===== src/rtl/muldiv_unit.sv =====
// muldiv_unit: iterative RISC-V M-extension multiply/divide unit.
//
// One operation is in flight at a time. Multiplies use an unsigned
// shift-add over operand magnitudes, divides a restoring division over
// magnitudes; signs are applied when the result is registered.
// Division by zero and signed overflow bypass the iteration entirely.
//
// Ports:
//   clk_i       clock, rising edge
//   rstn_i      asynchronous active-low reset
//   flush_i     abort the in-flight or unconsumed operation
//   valid_i     request valid
//   ready_o     unit accepts a request (IDLE only)
//   op_i        funct3: MUL, MULH, MULHSU, MULHU, DIV, DIVU, REM, REMU
//   data_rs1_i  multiplicand / dividend
//   data_rs2_i  multiplier / divisor
//   valid_o     result valid (DONE only)
//   ready_i     consumer accepts the result
//   data_rd_o   registered result
module muldiv_unit #(
    parameter int unsigned WIDTH = 32
) (
    input  logic             clk_i,
    input  logic             rstn_i,
    input  logic             flush_i,
    input  logic             valid_i,
    output logic             ready_o,
    input  logic [2:0]       op_i,
    input  logic [WIDTH-1:0] data_rs1_i,
    input  logic [WIDTH-1:0] data_rs2_i,
    output logic             valid_o,
    input  logic             ready_i,
    output logic [WIDTH-1:0] data_rd_o
);

    localparam int unsigned CW = $clog2(WIDTH) + 1;

    typedef enum logic [1:0] {
        IDLE,
        BUSY,
        DONE
    } state_t;

    typedef enum logic [2:0] {
        OP_MUL    = 3'b000,
        OP_MULH   = 3'b001,
        OP_MULHSU = 3'b010,
        OP_MULHU  = 3'b011,
        OP_DIV    = 3'b100,
        OP_DIVU   = 3'b101,
        OP_REM    = 3'b110,
        OP_REMU   = 3'b111
    } op_t;

    state_t state, next_state;

    // Datapath registers. For multiply, lo holds the multiplier and
    // collects the low product half while hi accumulates the upper half;
    // opnd is the multiplicand. For divide, lo holds the dividend and
    // collects quotient bits, hi is the partial remainder, opnd the divisor.
    logic [WIDTH:0]   hi;
    logic [WIDTH-1:0] lo;
    logic [WIDTH-1:0] opnd;
    op_t              op_q;
    logic             neg_q;   // product / quotient sign
    logic             rneg_q;  // remainder sign
    logic [CW-1:0]    cnt;

    // Request decode
    op_t              op_in;
    logic             in_div;
    logic             in_s1, in_s2;
    logic             in_neg1, in_neg2;
    logic [WIDTH-1:0] mag1, mag2;
    logic             div_zero, div_ovf, fast;
    logic [WIDTH-1:0] fast_result;

    always_comb begin
        op_in    = op_t'(op_i);
        in_div   = op_i[2];
        in_s1    = (op_in == OP_MULH) || (op_in == OP_MULHSU) ||
                   (op_in == OP_DIV)  || (op_in == OP_REM);
        in_s2    = (op_in == OP_MULH) || (op_in == OP_DIV) || (op_in == OP_REM);
        in_neg1  = in_s1 && data_rs1_i[WIDTH-1];
        in_neg2  = in_s2 && data_rs2_i[WIDTH-1];
        mag1     = in_neg1 ? -data_rs1_i : data_rs1_i;
        mag2     = in_neg2 ? -data_rs2_i : data_rs2_i;
        div_zero = (data_rs2_i == '0);
        div_ovf  = ((op_in == OP_DIV) || (op_in == OP_REM)) &&
                   (data_rs1_i == {1'b1, {(WIDTH-1){1'b0}}}) &&
                   (data_rs2_i == '1);
        fast     = in_div && (div_zero || div_ovf);
        // op_i[1] separates remainder ops from quotient ops
        if (div_zero) begin
            fast_result = op_i[1] ? data_rs1_i : '1;
        end else begin
            fast_result = op_i[1] ? '0 : data_rs1_i;
        end
    end

    // One iteration of either algorithm
    logic [WIDTH:0]     mul_sum;
    logic [WIDTH:0]     div_sh, div_diff;
    logic               div_ok;
    logic [WIDTH:0]     step_hi;
    logic [WIDTH-1:0]   step_lo;
    logic [2*WIDTH-1:0] prod, prod_s;
    logic [WIDTH-1:0]   quo_s, rem_s;
    logic [WIDTH-1:0]   result;

    always_comb begin
        mul_sum  = hi + {1'b0, (lo[0] ? opnd : '0)};
        div_sh   = {hi[WIDTH-1:0], lo[WIDTH-1]};
        div_diff = div_sh - {1'b0, opnd};
        // The partial remainder is always below the divisor, so bit WIDTH
        // of the difference is a clean borrow flag.
        div_ok   = !div_diff[WIDTH];
        if (op_q[2]) begin
            step_hi = div_ok ? div_diff : div_sh;
            step_lo = {lo[WIDTH-2:0], div_ok};
        end else begin
            step_hi = {1'b0, mul_sum[WIDTH:1]};
            step_lo = {mul_sum[0], lo[WIDTH-1:1]};
        end

        prod   = {step_hi[WIDTH-1:0], step_lo};
        prod_s = neg_q ? -prod : prod;
        quo_s  = neg_q ? -step_lo : step_lo;
        rem_s  = rneg_q ? -step_hi[WIDTH-1:0] : step_hi[WIDTH-1:0];

        if (op_q[2]) begin
            result = op_q[1] ? rem_s : quo_s;
        end else if (op_q == OP_MUL) begin
            result = prod_s[WIDTH-1:0];
        end else begin
            result = prod_s[2*WIDTH-1:WIDTH];
        end
    end

    // State register
    always_ff @(posedge clk_i or negedge rstn_i) begin
        if (!rstn_i) begin
            state <= IDLE;
        end else begin
            state <= next_state;
        end
    end

    // Next state and handshake outputs
    always_comb begin
        next_state = state;
        ready_o    = 1'b0;
        valid_o    = 1'b0;
        case (state)
            IDLE: begin
                ready_o = 1'b1;
                if (valid_i && !flush_i) begin
                    next_state = fast ? DONE : BUSY;
                end
            end
            BUSY: begin
                if (flush_i) begin
                    next_state = IDLE;
                end else if (cnt == CW'(1)) begin
                    next_state = DONE;
                end
            end
            DONE: begin
                valid_o = 1'b1;
                if (flush_i || ready_i) begin
                    next_state = IDLE;
                end
            end
            default: next_state = IDLE;
        endcase
    end

    // Datapath
    always_ff @(posedge clk_i or negedge rstn_i) begin
        if (!rstn_i) begin
            hi        <= '0;
            lo        <= '0;
            opnd      <= '0;
            op_q      <= OP_MUL;
            neg_q     <= 1'b0;
            rneg_q    <= 1'b0;
            cnt       <= '0;
            data_rd_o <= '0;
        end else begin
            case (state)
                IDLE: begin
                    if (valid_i && !flush_i) begin
                        op_q   <= op_in;
                        neg_q  <= in_neg1 ^ in_neg2;
                        rneg_q <= in_neg1;
                        hi     <= '0;
                        cnt    <= CW'(WIDTH);
                        if (in_div) begin
                            lo   <= mag1;
                            opnd <= mag2;
                        end else begin
                            lo   <= mag2;
                            opnd <= mag1;
                        end
                        if (fast) begin
                            data_rd_o <= fast_result;
                        end
                    end
                end
                BUSY: begin
                    if (!flush_i) begin
                        hi  <= step_hi;
                        lo  <= step_lo;
                        cnt <= cnt - CW'(1);
                        if (cnt == CW'(1)) begin
                            data_rd_o <= result;
                        end
                    end
                end
                default: ;
            endcase
        end
    end

endmodule

===== config.mk =====
export PLATFORM = sky130hd
export DESIGN_NAME = muldiv_unit
export DESIGN_NICKNAME = d
export VERILOG_FILES = /design/src/rtl/muldiv_unit.sv
export SDC_FILE = /design/constraint.sdc
export NUM_CORES = 1
export LEC_CHECK = 0
export CAP_MARGIN = 30
export CORE_UTILIZATION = 50
export DETAILED_ROUTE_END_ITERATION = 8
export PLACE_DENSITY_LB_ADDON = 0.08
export SYNTH_ARGS = -nofsm -noshare
export SYNTH_HDL_FRONTEND = slang
export SYNTH_SLANG_ARGS = --single-unit

===== constraint.sdc =====
create_clock -name clk_i -period 5.75 [get_ports clk_i]
set_input_delay 1.15 -clock clk_i [delete_from_list [all_inputs] [get_ports clk_i]]
set_output_delay 1.15 -clock clk_i [all_outputs]
set_load 0.02 [all_outputs]

==> results of run 1 <==
==> final cells by class <==
cell class	count	area, um^2	area share, %
multi-input cells	1946	12700	60.7
flip-flops and latches	142	3560	17.1
repair buffers	361	3110	14.9
well taps	442	553	2.65
clock buffers	17	425	2.04
inverters	84	320	1.54
clock inverters	14	216	1.04
==> power breakdown <==
group	total (mW)	internal, mW	switching, mW
Sequential	1.94	1.43	0.509
Combinational	12.2	4.95	7.29
Clock	1.27	0.769	0.504
==> worst max-delay path, delay by kind of cell (launching register included) <==
kind | cells | cell delay (ps)
flops | 1 | 410
xor+xnor | 1 | 220
simple gates | 3 | 610
buf+inv | 3 | 380
compound gates | 17 | 3010
fa+ha+maj | 4 | 990
==> layout by cell type (no fill, tap or decap), drive strengths merged, types with 32 or more instances in the layout <==
master	count
a211oi	39
dfrtp	142
mux2i	46
nand3	39
nand2	306
clkdlybuf4s50	103
ha	72
nor3	58
o21ai	241
a21oi	221
nand4	36
nor2	235
and2	45
xor2	73
inv	82
buf	257
o31ai	32
xnor2	93
==> cells by family (layout without fill, tap and decap cells) <==
| group | after synthesis | in the layout |
|---|---|---|
| buffers and inverters | 223 | 476 |
| AO/OA/AOI/OAI | 776 | 776 |
| multiplexers | 56 | 56 |
| adder cells (fa/ha/maj) | 90 | 90 |
| flip-flops | 142 | 142 |
| AND/OR/NAND/NOR | 858 | 858 |
| XOR/XNOR | 166 | 166 |
==> worst max-delay path by stage <==
stage                 start             to  slack, ps  cells after the start
finish              opnd[0]  data_rd_o[12]         -2                     28
detailed placement   lo[31]  data_rd_o[27]       -360                     26
global route        opnd[0]  data_rd_o[12]       -190                     28
global placement     lo[31]  data_rd_o[27]       -270                     26
CTS                  lo[31]  data_rd_o[12]         -4                     29
floorplan           opnd[0]  data_rd_o[22]          8                     26
==> metrics by stage <==
step	cell area (um^2)	setup WS, ps	instances	hold WS [ps]
final	20800	-2.28	3006	487
after floorplan	16600	7.82	2311	464
after detailed placement	19400	-362	2942	476
after global routing	20800	-192	3006	513
after global placement	19400	-275	2940	463
after CTS	20300	-4.46	2982	491
==> routing by layer <==
layer | vias to the layer above | wire, um | global-route usage [%]
li1 | 8847 | - | -
met1 | 9213 | 29100 | 54.5
met2 | 1129 | 31000 | 63.5
met3 | 225 | 6470 | 6.07
met4 | 4 | 4300 | 23.5
met5 | - | 23 | 0
==> state kept, by name, indices dropped and copies added (netlist names) <==
| name | flops |
|---|---|
| op_q | 3 |
| hi | 33 |
| lo | 32 |
| rneg_q | 1 |
| opnd | 32 |
| cnt | 6 |
| data_rd_o | 32 |
| state | 2 |
| neg_q | 1 |
==> Yosys cell counts, types with 6 or more instances <==
cell,n
and3_1,14
nor2_1,235
a21o_1,20
nand4_1,35
inv_1,80
o31ai_1,32
nor3_1,58
maj3_1,16
xor2_1,73
o21a_1,22
nor4_1,16
ha_1,72
nand2b_1,19
nand2_1,306
buf_1,9
a31oi_1,27
dfrtp_1,142
a22oi_1,6
o41ai_1,8
or3_1,17
nor3b_1,9
o31a_1,7
a221oi_1,11
xnor2_1,93
o21ai_0,229
and2_1,45
o211ai_1,24
a21oi_1,217
mux2i_1,46
and4_1,7
nor2b_1,14
a211oi_1,36
or2_2,12
or4_1,9
buf_2,27
a2111oi_0,7
a22o_1,12
o221ai_1,8
clkbuf_1,99
o22ai_1,17
o21ai_1,9
mux2_2,10
nand3_1,38
==> repair_timing <==
action,4_1_cts,5_1_grt
cloned,0,1
setup endpoints to repair,30,31
pin swaps,15,59
buffers inserted,9,22
gates resized for setup,30,81
==> flow_summary.ini, run 1 <==
[sta]
final.setup.worst_slack_ps = -2.28
setup_tns_ps = -2.28
setup_violations = 1
worst_slew_pin_slew_ps = 917
grt_setup_unrepaired = yes
min_period_ps = 5750
finalCritPeriodShare_pct = 100
slew_headroom_pct = 37.3
max_freq_ghz = 0.174
slew_viol_final = 0
hold_viol = 0
skew_ps = 11.0

[floorplan]
die_width_um = 184
initial_core_util_pct = 50.9
core-area_um2 = 32600
rows = 66
ios = 106
die_y_um = 184
fp.dieArea_um2 = 33900

[drt]
vias_per_cell = 6.46
via_count = 19400
final_antenna_net_count = 0
drtIter0Drc = 2354
totalWireLength_mm = 70.8
drc = 0
wl_per_cell_um = 23.6
first_pass_iters = 8

[synthesis]
yosysTopAreaCell = dfrtp_1
yosysTopAreaCellShare_pct = 21.4
yosysWarningCount = 0
synth_xor_area_share_pct = 8.76
synth_edf_count = 0
yosys-mux-area-fraction_pct = 3.45
yosys-top-cells-area = dfrtp_1 (21%), nand2_1 (6.9%), o21ai_0 (6.9%)
synth-seq-cells = 142
synth_seq_area_share_pct = 21.4
synth_top_family_by_area = compound AO/OA/AOI/OAI gates
synth_adder_area_share_pct = 6.64
ys_types = 103
syn_nets = 2457
synth_compound_area_share_pct = 29.8
syn-instance-count = 2311
ys_async_sr_fraction_pct = 100
synthFlopType = dfrtp_1
synth_area_um2 = 16600
synthSimpleGateAreaFrac_pct = 24.5
syn_area_per_cell_um2 = 7.18

[setup_path]
r2r-start = opnd[0]
ff2ff_setup_slack_ps = -2
crit_arrival_ps = 6090
worst-path-max-fanout = 5
worst_setup_path_end_kind = register
start_kind = register
max_stage_delay_ps = 450
critical_path.slowest_cell = a2111oi_4
crit_required_ps = 6090
reg2reg_to = data_rd_o[12]
r2r_cells = 28
worst-setup-path-type = reg2reg

[global_route]
grt_max_degree = 84
grt_pass1_wl_mm = 104
antenna_found_initial = 3
grt_usage_pct = 41.0
grt_pass1_vias = 17600
grt-ovfl-total = 0

[run_status]
status = complete, but fails checks
violations = setup timing

[final_layout]
final_util_pct = 63.9
fillers = 3017
antenna_cells = 0
synthToLayoutAreaGrowth_pct = 25.6
finalNetCount = 2698
final_layout_size_suffix_gt1_share_pct = 17.2

[clock_network]
cts.sinks = 142
cts_made_buffers = 17
clk_pin_slew_ps = 60
cts_root_buffer = clkbuf_16
h-tree-depth = 4
clock_latency_ps = 450
cts_hold_buf = 0
cts_tree = done
cts.path.max_buffers = 2

[placed_design]
gp_congestion = 1.01
hpwl_mm = 54.2
numPortBuffers = 105

[pwr]
powerDensity_nw_per_um2 = 741
peakVddDrop_v = 0.000398
power_mw = 15.5
leakage_nw = 8.58

[worst_hold_path]
hp-start = data_rd_o[27]
hold_end = data_rd_o[27]
min_path_cells = 2
hold_class = reg2reg

[run]
maxCapViolations = 0
Note: power is estimated with default switching activity, not from simulation.
==> inputs of run 2 (changes only) <==
- CORE_UTILIZATION: 50 -> 55
==> flow_summary.ini, run 2 (synthesis results as in run 1) <==
[clock_network]
cts.path.max_buffers = 2
cts_root_buffer = clkbuf_16
clk_pin_slew_ps = 70
clock_latency_ps = 440
h-tree-depth = 4
cts_made_buffers = 17
cts.sinks = 142
cts_tree = done
cts_hold_buf = 0

[setup_path]
worst-setup-path-type = reg2reg
reg2reg_to = data_rd_o[21]
ff2ff_setup_slack_ps = 40
crit_cells = 25
crit_required_ps = 6070
worst_setup_path_end_kind = register
crit_arrival_ps = 6030
start_kind = register
r2r-start = opnd[0]
critPathBufInv = 2
worst-path-max-fanout = 8
critPathTopFamily = compound AO/OA/AOI/OAI gates
max_stage_delay_ps = 410
critical_path.slowest_cell = dfrtp_1
r2r_cells = 25

[final_layout]
fillers = 2578
layout_commonest_cell = nand2_1
multi_input_area_um2 = 12600
mostFrequentLayoutCells = nand2_1 (303), buf_4 (242), nor2_1 (230)
regArea_um2 = 3560
design_area_um2 = 20500
instances_no_fill = 2951
synthToLayoutAreaGrowth_pct = 23.8
finalNetCount = 2695
regMostFlops = hi
largest_reg_flops = 33
final_layout_size_suffix_gt1_share_pct = 16.3

[run_status]
status = finished, final reports clean

[drt]
vias_per_cell = 6.67
final_antenna_net_count = 0
first_pass_iters = 8
drc = 0
wl_per_cell_um = 23.6
via_count = 19700
drtIter0Drc = 2321
totalWireLength_mm = 69.6

[global_route]
antenna_found_initial = 1
grt_pass1_vias = 18100
grt-ovfl-total = 0
grt_pass1_wl_mm = 105
grt_max_degree = 90
grt_usage_pct = 44.4

[pwr]
power_switching_mw = 8.25
comb_power_share_pct = 79.7
pwr-share-clk_pct = 7.7
switching_share_pct = 54.2
power_frac_seq_pct = 12.7
p_int_mw = 6.97
peakVddDrop_v = 0.000330
leakage_nw = 8.53
powerDensity_nw_per_um2 = 741

[sta]
setup_violations = 0
hold_viol = 0
max_freq_ghz = 0.175
finalCritPeriodShare_pct = 99.3
hold_ws_ps = 483
worst_slew_pin_slew_ps = 1080
slew_headroom_pct = 27.4
min_period_ps = 5710
slew_viol_final = 0
skew_ps = 8.10
grt_setup_unrepaired = yes

[floorplan]
core-area_um2 = 29600
fp.dieArea_um2 = 30900
rows = 63
die_width_um = 176
initial_core_util_pct = 56.0
die_y_um = 176
ios = 106

[worst_hold_path]
hold_class = in2async

[placed_design]
numPortBuffers = 105
hpwl_mm = 53.4
gp_congestion = 1.02
dp.cells = 2897
placed_cell_area_um2 = 19400

[run]
maxCapViolations = 0
[run 2: layout make-up]
cell class	instances	share of cell area (%)
Antenna cell	2	0.0244
Clock inverter	10	0.682
Clock buffer	19	2.16
Sequential cell	142	17.3
Tap cell	390	2.38
Timing Repair Buffer	358	14.8
Inverter	84	1.55
Multi-Input combinational cell	1946	61.1
[run 2: power groups by stage]
stage	registers (mW)	logic, mW	clock network, mW
after floorplan	1.83	6.58	0
after global placement	1.88	10.9	0
after detailed placement	1.90	11.0	0
after CTS	1.89	11.3	1.17
after global routing	1.96	12.8	1.20
final	1.93	12.1	1.17
[run 2: per-layer routing]
layer  share of wire [%]  vias up  GRT usage, %
li1                    -     8869             -
met1                  39     9218          56.6
met2                  44     1320          69.8
met3                 9.4      270          6.67
met4                 7.0        2          29.0
met5               0.013        -             0
[run 2: worst max path at each step]
stage                       start       endpoint  slack, ps
after floorplan           opnd[0]  data_rd_o[22]          8
after detailed placement   lo[31]   data_rd_o[4]       -310
after CTS                  lo[31]  data_rd_o[12]          9
after global routing      opnd[0]  data_rd_o[29]       -110
after global placement     lo[31]   data_rd_o[1]       -210
final                     opnd[0]  data_rd_o[21]         40
[run 2: what timing repair did]
action / 4_1_cts / 5_1_grt
buffers inserted: 7 / 17
resized for setup: 31 / 66
endpoints found under the setup margin: 30 / 32
pin swaps: 19 / 46
[run 2: through the flow]
| step | total power, mW | util [%] | TNS, ps | worst slack [ps] |
|---|---|---|---|---|
| after floorplan | 8.42 | - | 0 | 7.82 |
| after global placement | 12.8 | 65.4 | -1440 | -211 |
| after detailed placement | 12.9 | 65.4 | -5160 | -314 |
| after CTS | 14.3 | 68.0 | 0 | 9.29 |
| after global routing | 15.9 | 69.3 | -1010 | -114 |
| final | 15.2 | 69.3 | 0 | 42.1 |
